**config.mk**
```make
export PLATFORM = sky130hd
export DESIGN_NAME = cntr_mod
export DESIGN_NICKNAME = d
export VERILOG_FILES = /design/src/rtl/cntr_mod.sv
export SDC_FILE = /design/constraint.sdc
export NUM_CORES = 1
export LEC_CHECK = 0
export CAP_MARGIN = 10
export CORE_MARGIN = 5
export CORE_UTILIZATION = 45
export CTS_CLUSTER_SIZE = 28
export DETAILED_ROUTE_END_ITERATION = 12
export GPL_TIMING_DRIVEN = 0
export PLACE_DENSITY = 0.72
export SYNTH_ARGS = -nofsm -noshare
export SYNTH_HDL_FRONTEND = slang
export SYNTH_SLANG_ARGS = --single-unit
```
**constraint.sdc**
```tcl
create_clock -name clk -period 2.95 [get_ports clk]
set_clock_uncertainty 0.2 [all_clocks]
set_input_delay 0.7375 -clock clk [delete_from_list [all_inputs] [get_ports clk]]
set_output_delay 0.7375 -clock clk [all_outputs]
set_load 0.01 [all_outputs]
```
**src/rtl/cntr_mod.sv**
```systemverilog
// Up/down modulo counter with clamped parallel load, cascade tc and sticky wrap.
// Define CNTR_MOD_SAT_EN to saturate at the range ends instead of wrapping.
module cntr_mod #(
  parameter int               WIDTH   = 16,
  parameter logic [WIDTH-1:0] MAX_VAL = {WIDTH{1'b1}}
) (
  input  logic             clk,
  input  logic             rst,
  input  logic             ce,
  input  logic             up,
  input  logic             ld,
  input  logic [WIDTH-1:0] ld_val,
  input  logic             clr_wrap,
  output logic [WIDTH-1:0] out,
  output logic             tc,
  output logic             wrap
);

  logic             at_max;
  logic             at_min;
  logic             hit;
  logic [WIDTH-1:0] ld_sat;
  logic [WIDTH-1:0] nxt;

  assign at_max = (out == MAX_VAL);
  assign at_min = (out == '0);
  assign hit    = up ? at_max : at_min;
  assign tc     = ce & ((up & at_max) | (~up & at_min));
  assign ld_sat = (ld_val > MAX_VAL) ? MAX_VAL : ld_val;

  // Terminal compare comes first, so the add never needs a carry bit.
  always_comb begin
    nxt = out;
    if (hit) begin
`ifdef CNTR_MOD_SAT_EN
      nxt = out;
`else
      nxt = up ? '0 : MAX_VAL;
`endif
    end else if (up) begin
      nxt = out + 1'b1;
    end else begin
      nxt = out - 1'b1;
    end
  end

  always_ff @(posedge clk) begin
    if (rst) begin
      out  <= '0;
      wrap <= 1'b0;
    end else if (ld) begin
      out  <= ld_sat;
      wrap <= wrap & ~clr_wrap;
    end else if (ce) begin
      out  <= nxt;
      wrap <= hit | (wrap & ~clr_wrap);
    end else begin
      wrap <= wrap & ~clr_wrap;
    end
  end

endmodule

```
==> results of run 1 <==
[critical path: cells and delay by family]
kind / cells / cell delay [ns]
buf+inv: 2 / 0.22
simple gates: 5 / 1.00
[cells by family (layout without fill, tap and decap cells)]
logic type,Yosys count,count (layout),synth area share [%]
AND/OR/NAND/NOR,99,99,29.81
AO/OA/AOI/OAI,68,68,25.17
buffers and inverters,21,68,5.243
flip-flops,17,17,20.37
adder cells (fa/ha/maj),15,15,11.69
XOR/XNOR,9,9,4.719
multiplexers,5,5,2.996
[worst paths after layout]
kind,depth (start not counted),slack [ns],end,startpoint
setup reg to reg,8,0.38,out[8]$_SDFFE_PP0P_,out[0]$_SDFFE_PP0P_
hold reg to reg,3,0.38,wrap$_SDFF_PP0_,wrap$_SDFF_PP0_
setup / recovery,7,0.05,tc,up
hold / removal,3,0.38,wrap$_SDFF_PP0_,wrap$_SDFF_PP0_
[placed cells by master, fill, tap and decap left out, drive strengths merged, types with 3 or more instances in the layout]
master,n
and3,3
mux2i,5
nand3,4
nand4,9
nor3,19
clkbuf,12
a21o,7
ha,14
clkdlybuf4s50,35
xnor2,5
xor2,4
nor2,30
nand4b,5
o21a,4
a21oi,29
buf,11
dfxtp,17
o21ai,9
nand2,15
a31oi,4
nor2b,7
inv,7
nor4,3
[sequential cells by signal, indices dropped and copies added, names as in the netlist]
signal	count
out	16
wrap	1
[what timing repair did]
action | CTS | global route
setup endpoints to repair | 13 | 11
endpoints found under the hold margin | 0 | 0
gates cloned | 0 | 1
pin swaps | 1 | 3
setup buffers | 0 | 7
gates resized for setup | 10 | 18
hold buffers | 0 | 0
[layout make-up]
class,count,area [sq um]
buffer,11,42.54
clock buffer,3,41.29
clock inverter,1,5.005
fill,345,1370
inverter,8,33.78
multi-input combinational,196,1304
sequential,17,342.8
tap,48,60.06
timing repair buffer,44,429.2
timing repair inverter,1,5.005
[power by group through the flow]
stage                     Combinational [mW]  Sequential (mW)  Clock, mW
after floorplan                        0.276            0.311          0
after global placement                 0.426            0.309          0
after detailed placement               0.432            0.310          0
after CTS                              0.434            0.305      0.194
after global routing                   0.508            0.315      0.206
final                                  0.460            0.309      0.191
[through the flow]
step	hold slack, ns	TNS, ns	power, mW	util [%]
2_1_floorplan	0.3627	0	0.5868	-
3_3_place_gp	0.3338	-9.346	0.7347	57.82
3_5_place_dp	0.3392	-9.511	0.7419	57.82
4_1_cts	0.3556	-0.6454	0.9333	58.99
5_1_grt	0.4112	-0.04506	1.030	62.29
6_report	0.3777	0	0.9601	62.29
[layer usage]
metal	wire (microns)	part of all wire (%)	track usage [%]
met1	2551	49	30.95
met2	2381	46	31.72
met3	215	4.1	1.136
met4	48	0.92	5.637
met5	0	0	0
==> flow_summary.toml, run 1 <==
[status]
outcome = "complete, no violations"

[detailed_routing]
vias = 1913
remaining_drc_errors = 0
drtIter0Drc = 154
wl_per_cell_microns = 15.79
first_pass_iters = 4
ant_nets = 0
viasPerCell = 5.815
wl_microns = 5196

[synthesis]
syn_area_per_cell_sq_um = 7.138
synth-seq-cells = 17
synth_cell_types = 40
yosysTopAreaCellShare_pct = 20.37
yosys.cell_count.top_type = "nor2_1"
synthesis.nets = 271
yosys_warnings = 0
ys_seq_area_share_pct = 20.37
synthFlopType = "dfxtp_1"
synthArstFlopShare_pct = 0
syn_area_sq_um = 1670
netlist_top_cells_area = "dfxtp_1 20%, ha_1 10%, a21oi_1 8.7%"
synth_edf_count = 0
synth_common_cells = "30 x nor2_1, 29 x a21oi_1, 19 x nor3_1, 17 x dfxtp_1, 15 x nand2_1"
yosysTopAreaCell = "dfxtp_1"
synthCells = 234

[power]
ir_worst_vdd_uv = 234.6
p_int_uw = 585.9
swShare_pct = 38.98
clkPwrFrac_pct = 19.9
power.static_leakage_nw = 0.9009
p_sw_uw = 374.2
pwr-share-comb_pct = 47.9
power.density_nw_per_um2 = 424.2
power_frac_seq_pct = 32.2

[setup_path]
required_ns = 2.01
worst_setup_path_end_kind = "output port"
cp_cell_sequence = "buf_8 > nor4_4 > nand4_1 > or4_4 > and2_4 > nor2_4 > buf_6"
critPathArrivalTime_ns = 1.97
slowest_stage = "or4_4"
critPathMaxStageDelay_ns = 0.51
crit_path_max_fanout = 6
startpoint_type = "input pin"
path_class = "in -> out"

[clock_network]
cts_sinks = 17
clockRootBuffer = "clkbuf_8"
clock_path_buffers = 2
cts.htree.levels = 1
clkLatencyLatePin_ns = 0.26
clk_pin_slew_ns = 0.07
cts-buffers-inserted = 3
cts_tree = "done"

[floorplan]
fp.coreArea_sq_um = 3633
die_h_microns = 70.93
dieWidth_microns = 70.93
row_count = 22
ioPinCount = 40
initial_core_util_pct = 45.97
die-area_sq_um = 5030

[hold_path]
holdCritPathClass = "reg -> reg"

[placement]
hpwl_microns = 3823
dp_cells = 319
dpl-instance-area_sq_um = 2101
place.port_buffers = 37
place.gp.congestion = 0.9042
dp_slack_ns = -1.001

[grt]
first_global_vias = 1734
grtUsageTotal_pct = 20.57
grt_pass1_wl_microns = 8466
grt_max_degree = 15
overflow = 0
antenna_found_initial = 0

[sta]
finalCriticalPeriod_ns = 2.904
timing.final.ws_setup_ns = 0.04570
tightest_slew_ns = 0.5663
setup_violations = 0
slew_viol_final = 0
slew_headroom_pct = 62.24
fin_crit_sh_pct = 98.45
final-hold-violation-count = 0
fmax_mhz = 344.3
rsz0062_at_grt = "yes"

[layout]
layout.cells.non_filler = 329
layout.nets = 319
syn_to_final_growth_pct = 35.51
fin_area_sq_um = 2263
drive_above_1_share_pct = 9.964
antenna_cells = 0

[run]
maxCapViolCount = 0
(Power assumes the default switching activity.)
==> run 2, diff against run 1 <==
Settings changed: PLACE_DENSITY 0.72 to 0.75.
==> flow_summary.toml, run 2 (synthesized netlist as in run 1, its figures left out) <==
[status]
outcome = "complete, no violations"

[clock_network]
clkLatencyLatePin_ns = 0.26
cts_sinks = 17
clock_path_buffers = 2
cts.htree.levels = 1
clk_pin_slew_ns = 0.07
clockRootBuffer = "clkbuf_8"
cts_tree = "done"
cts_hold_buf = 0
cts-buffers-inserted = 3

[setup_path]
ff2ff_path_depth = 8
startpoint_type = "input pin"
required_ns = 2.95
cp_common_cell = "a21o_1"
crit_buf_inv = 3
cp_cell_sequence = "buf_6 > clkinvlp_4 > buf_4 > ha_1 > a21o_1 > o21a_1 > a311o_1 > a21oi_1 > mux2i_1 > a21o_1"
rr_startpoint = "out[0]$_SDFFE_PP0P_"
worst_r2r_endpoint = "out[8]$_SDFFE_PP0P_"
critPathMaxStageDelay_ns = 0.36
crit_path_max_fanout = 6
slowest_stage = "ha_1"
reg2reg_setup_slack_ns = 0.27
worst_setup_path_end_kind = "flop"
path_class = "in -> reg"
critPathTopFamily = "compound AO/OA/AOI/OAI gates"
critPathArrivalTime_ns = 2.88

[floorplan]
die-area_sq_um = 5030
fp.coreArea_sq_um = 3633
initial_core_util_pct = 45.97
die_h_microns = 70.93
row_count = 22
ioPinCount = 40
dieWidth_microns = 70.93

[layout]
syn_to_final_growth_pct = 32.58
largest_reg_flops = 16
final_common_cell = "clkdlybuf4s50_1"
drive_above_1_share_pct = 7.168
top_regs = "out: 16 flops, wrap: 1 flops"
layout.nets = 317
layout_common_cells = "35 x clkdlybuf4s50_1, 29 x nor2_1, 27 x a21oi_1"
antenna_cells = 0
largest_register = "out"
fill_cells = 362

[power]
power.static_leakage_nw = 0.8816
finalPower_uw = 944.8
ir_worst_vdd_uv = 239.6
power.density_nw_per_um2 = 426.6

[detailed_routing]
wl_per_cell_microns = 15.53
drt-met1-wl_microns = 2342
first_pass_iters = 5
wl_met3_microns = 343
dr_wl_met2_microns = 2306
viasPerCell = 5.948
drtIter0Drc = 134
wl_microns = 5078
vias = 1945
ant_nets = 0
remaining_drc_errors = 0
highest_layer = "met4"

[sta]
slew_viol_final = 0
setup_violations = 0
fmax_mhz = 348.1
slew_headroom_pct = 62.04
finalCriticalPeriod_ns = 2.873
final-hold-violation-count = 0
timing.final.ws_setup_ns = 0.07745
fin_crit_sh_pct = 97.37
tightest_slew_ns = 0.5694

[grt]
overflow = 0
grt_pass1_wl_microns = 8245
antenna_found_initial = 0
grt_max_degree = 11
grtUsageTotal_pct = 19.98
first_global_vias = 1760

[hold_path]
holdPathEnd = "wrap$_SDFF_PP0_"
holdCritPathClass = "reg -> reg"
min_from = "wrap$_SDFF_PP0_"
hold_path_depth = 3

[placement]
hpwl_microns = 3760
place.port_buffers = 37
place.gp.congestion = 0.9332
dp_slack_ns = -0.9944

[run]
maxCapViolCount = 0
run 2: changes by cell type in the layout (fill, tap and decap cells not counted), sizes merged:
cell,change
buf,-3
clkbuf,+2
clkinv,-1
run 2: area by class of cell:
type | instances | area, sq um | share of cell area, %
multi-input cells | 196 | 1287 | 58.14
repair buffers | 41 | 396.6 | 17.91
flip-flops and latches | 17 | 340.3 | 15.37
well taps | 48 | 60.06 | 2.712
plain buffers | 12 | 46.29 | 2.090
clock buffers | 4 | 45.04 | 2.034
inverters | 8 | 33.78 | 1.525
repair inverters | 1 | 5.005 | 0.2260
run 2: how the worst max path moves through the flow:
stage	startpoint	slack, ns	to	cells after the start
after floorplan	up	0.15	out[8]$_SDFFE_PP0P_	8
after global placement	up	-1.02	tc	8
after detailed placement	up	-0.99	tc	8
after CTS	up	-0.09	tc	7
after global routing	up	-0.02	out[9]$_SDFFE_PP0P_	10
final	up	0.08	out[14]$_SDFFE_PP0P_	10
run 2: timing repair:
item,CTS,global route
endpoints found under the setup margin,13,7
gates resized for setup,15,7
buffers inserted,2,2
pin swaps,3,4
gates cloned,0,1
run 2: where the power goes:
part / leakage, nW / internal, mW / switching (mW)
Sequential: 0.141 / 0.260 / 0.0490
Combinational: 0.717 / 0.226 / 0.226
Clock: 0.0228 / 0.0962 / 0.0878
run 2: per-stage QoR:
step,cell area [sq um],cells,TNS (ns),util [%],hold slack (ns)
final,2215,327,0,60.95,0.3496
after global placement,2101,319,-9.524,57.82,0.3313
after detailed placement,2101,319,-9.692,57.82,0.3420
after global routing,2215,327,-0.01989,60.95,0.3776
after floorplan,1670,234,0,-,0.3627
after CTS,2171,324,-0.09232,59.75,0.3552
run 2: tightest hold or removal path, stage by stage, from the launching register on:
cell	delay (ns)
dfxtp_1	0.31
inv_1	0.05
o32a_1	0.12
nor2_1	0.03
run 2: metal layers:
| metal | vias to the layer above | GRT usage [%] |
|---|---|---|
| li1 | 957 | - |
| met1 | 888 | 27.56 |
| met2 | 90 | 32.65 |
| met3 | 10 | 2.415 |
| met4 | 0 | 5.846 |
| met5 | - | 0 |
==> run 3, diff against run 2 <==
Settings changed: CORE_ASPECT_RATIO from default to 0.9.
==> flow_summary.toml, run 3 (synthesized netlist as in run 1, its figures left out) <==
[layout]
syn_to_final_growth_pct = 35.51
largest_register = "out"
layout.nets = 318
largest_reg_flops = 16
final_common_cell = "clkdlybuf4s50_1"
layout_common_cells = "35 x clkdlybuf4s50_1, 29 x nor2_1, 26 x a21oi_1"
drive_above_1_share_pct = 8.929
layout.cells.non_filler = 326
top_regs = "out: 16 flops, wrap: 1 flops"
fill_cells = 334
utilization_pct = 61.97
antenna_cells = 0

[setup_path]
critPathArrivalTime_ns = 2.90
startpoint_type = "input pin"
rr_startpoint = "out[0]$_SDFFE_PP0P_"
worst_setup_path_end_kind = "flop"
crit_start = "up"
ff2ff_path_depth = 8
cp-endpoint = "out[8]$_SDFFE_PP0P_"
crit_path_max_fanout = 4
worst_r2r_endpoint = "out[8]$_SDFFE_PP0P_"
path_class = "in -> reg"
required_ns = 2.85
reg2reg_setup_slack_ns = 0.08

[floorplan]
fp.coreArea_sq_um = 3652
initial_core_util_pct = 45.73
die_h_microns = 67.80
die-area_sq_um = 5032
dieWidth_microns = 74.22
ioPinCount = 40
row_count = 21

[detailed_routing]
remaining_drc_errors = 0
drtIter0Drc = 169
vias = 1926
viasPerCell = 5.908
first_pass_iters = 4
wl_microns = 5253
wl_per_cell_microns = 16.11
ant_nets = 0

[sta]
finalCriticalPeriod_ns = 2.996
tightest_slew_ns = 0.6193
fin_crit_sh_pct = 101.6
timing.final.ws_setup_ns = -0.04625
slew_viol_final = 0
rsz0062_at_grt = "yes"
final-hold-violation-count = 0
setup_violations = 1
slew_headroom_pct = 58.72
fmax_mhz = 333.8

[clock_network]
cts_sinks = 17
clock_path_buffers = 2
clkLatencyLatePin_ns = 0.26
cts_tree = "done"
cts-buffers-inserted = 3
cts.htree.levels = 1
clockRootBuffer = "clkbuf_8"
clk_pin_slew_ns = 0.07

[power]
ir_worst_vdd_uv = 319.4
power.static_leakage_nw = 0.9094
power.density_nw_per_um2 = 422.9

[status]
violations = "setup timing"
outcome = "finished, violations left"

[grt]
grt_pass1_wl_microns = 8183
antenna_found_initial = 0
overflow = 0
first_global_vias = 1659
grtUsageTotal_pct = 20.99
grt_max_degree = 11

[run]
maxCapViolCount = 0

[placement]
hpwl_microns = 3776
place.gp.congestion = 0.9626
dp_cells = 317
place.port_buffers = 37

[hold_path]
holdCritPathClass = "reg -> reg"
## run 3: cell count changes in the layout (fill, tap and decap cells not counted), sizes merged
cell      previous run  this run
clkbuf              14        12
buf                  8        12
clkinvlp             2         1
## run 3: critical path: stages
cell and delay [ns]:
buf_12 0.11, buf_4 0.14, fa_1 0.46, nor2b_1 0.23, o31ai_2 0.12, a221oi_1 0.43
or3_1 0.18, a31oi_1 0.08, a2111oi_0 0.41
## run 3: how the worst min path moves through the flow
stage / start / to / slack, ns / depth (start not counted)
6_report: wrap$_SDFF_PP0_ / wrap$_SDFF_PP0_ / 0.35 / 3
4_1_cts: wrap$_SDFF_PP0_ / wrap$_SDFF_PP0_ / 0.35 / 3
2_1_floorplan: wrap$_SDFF_PP0_ / wrap$_SDFF_PP0_ / 0.36 / 3
3_5_place_dp: wrap$_SDFF_PP0_ / wrap$_SDFF_PP0_ / 0.34 / 3
5_1_grt: wrap$_SDFF_PP0_ / wrap$_SDFF_PP0_ / 0.36 / 3
3_3_place_gp: wrap$_SDFF_PP0_ / wrap$_SDFF_PP0_ / 0.33 / 3
## run 3: timing repair
item,CTS,global route
resized for setup,15,8
hold buffers,0,0
pin swaps,3,4
buffers inserted,7,1
setup endpoints to repair,13,6
## run 3: final cells by class
type | instances | area [sq um] | share of cell area [%]
repair buffers | 45 | 460.4 | 20.34
well taps | 46 | 57.56 | 2.543
inverters | 8 | 33.78 | 1.493
multi-input cells | 196 | 1287 | 56.88
clock buffers | 4 | 45.04 | 1.990
plain buffers | 10 | 38.79 | 1.714
flip-flops and latches | 17 | 340.3 | 15.04
## run 3: through the flow
stage	instance area (sq um)	total power [mW]	hold slack [ns]	TNS (ns)	setup WS (ns)
2_1_floorplan	1670	0.5868	0.3627	0	0.1485
3_3_place_gp	2098	0.7370	0.3334	-9.501	-1.028
3_5_place_dp	2098	0.7421	0.3354	-9.494	-0.9572
4_1_cts	2233	0.9396	0.3498	-0.03211	-0.03211
5_1_grt	2263	1.016	0.3645	-0.1169	-0.08307
6_report	2263	0.9572	0.3546	-0.04625	-0.04625
## run 3: power by group
part	total, mW	internal [mW]	switching [mW]
Combinational	0.464	0.234	0.230
Sequential	0.309	0.260	0.0492
Clock	0.184	0.0961	0.0880
## run 3: layer usage
metal	share of wire (%)	track usage [%]	wire [microns]
met1	46	29.36	2407
met2	45	32.30	2374
met3	7.1	4.167	375
met4	1.8	6.667	96
met5	0	0	0
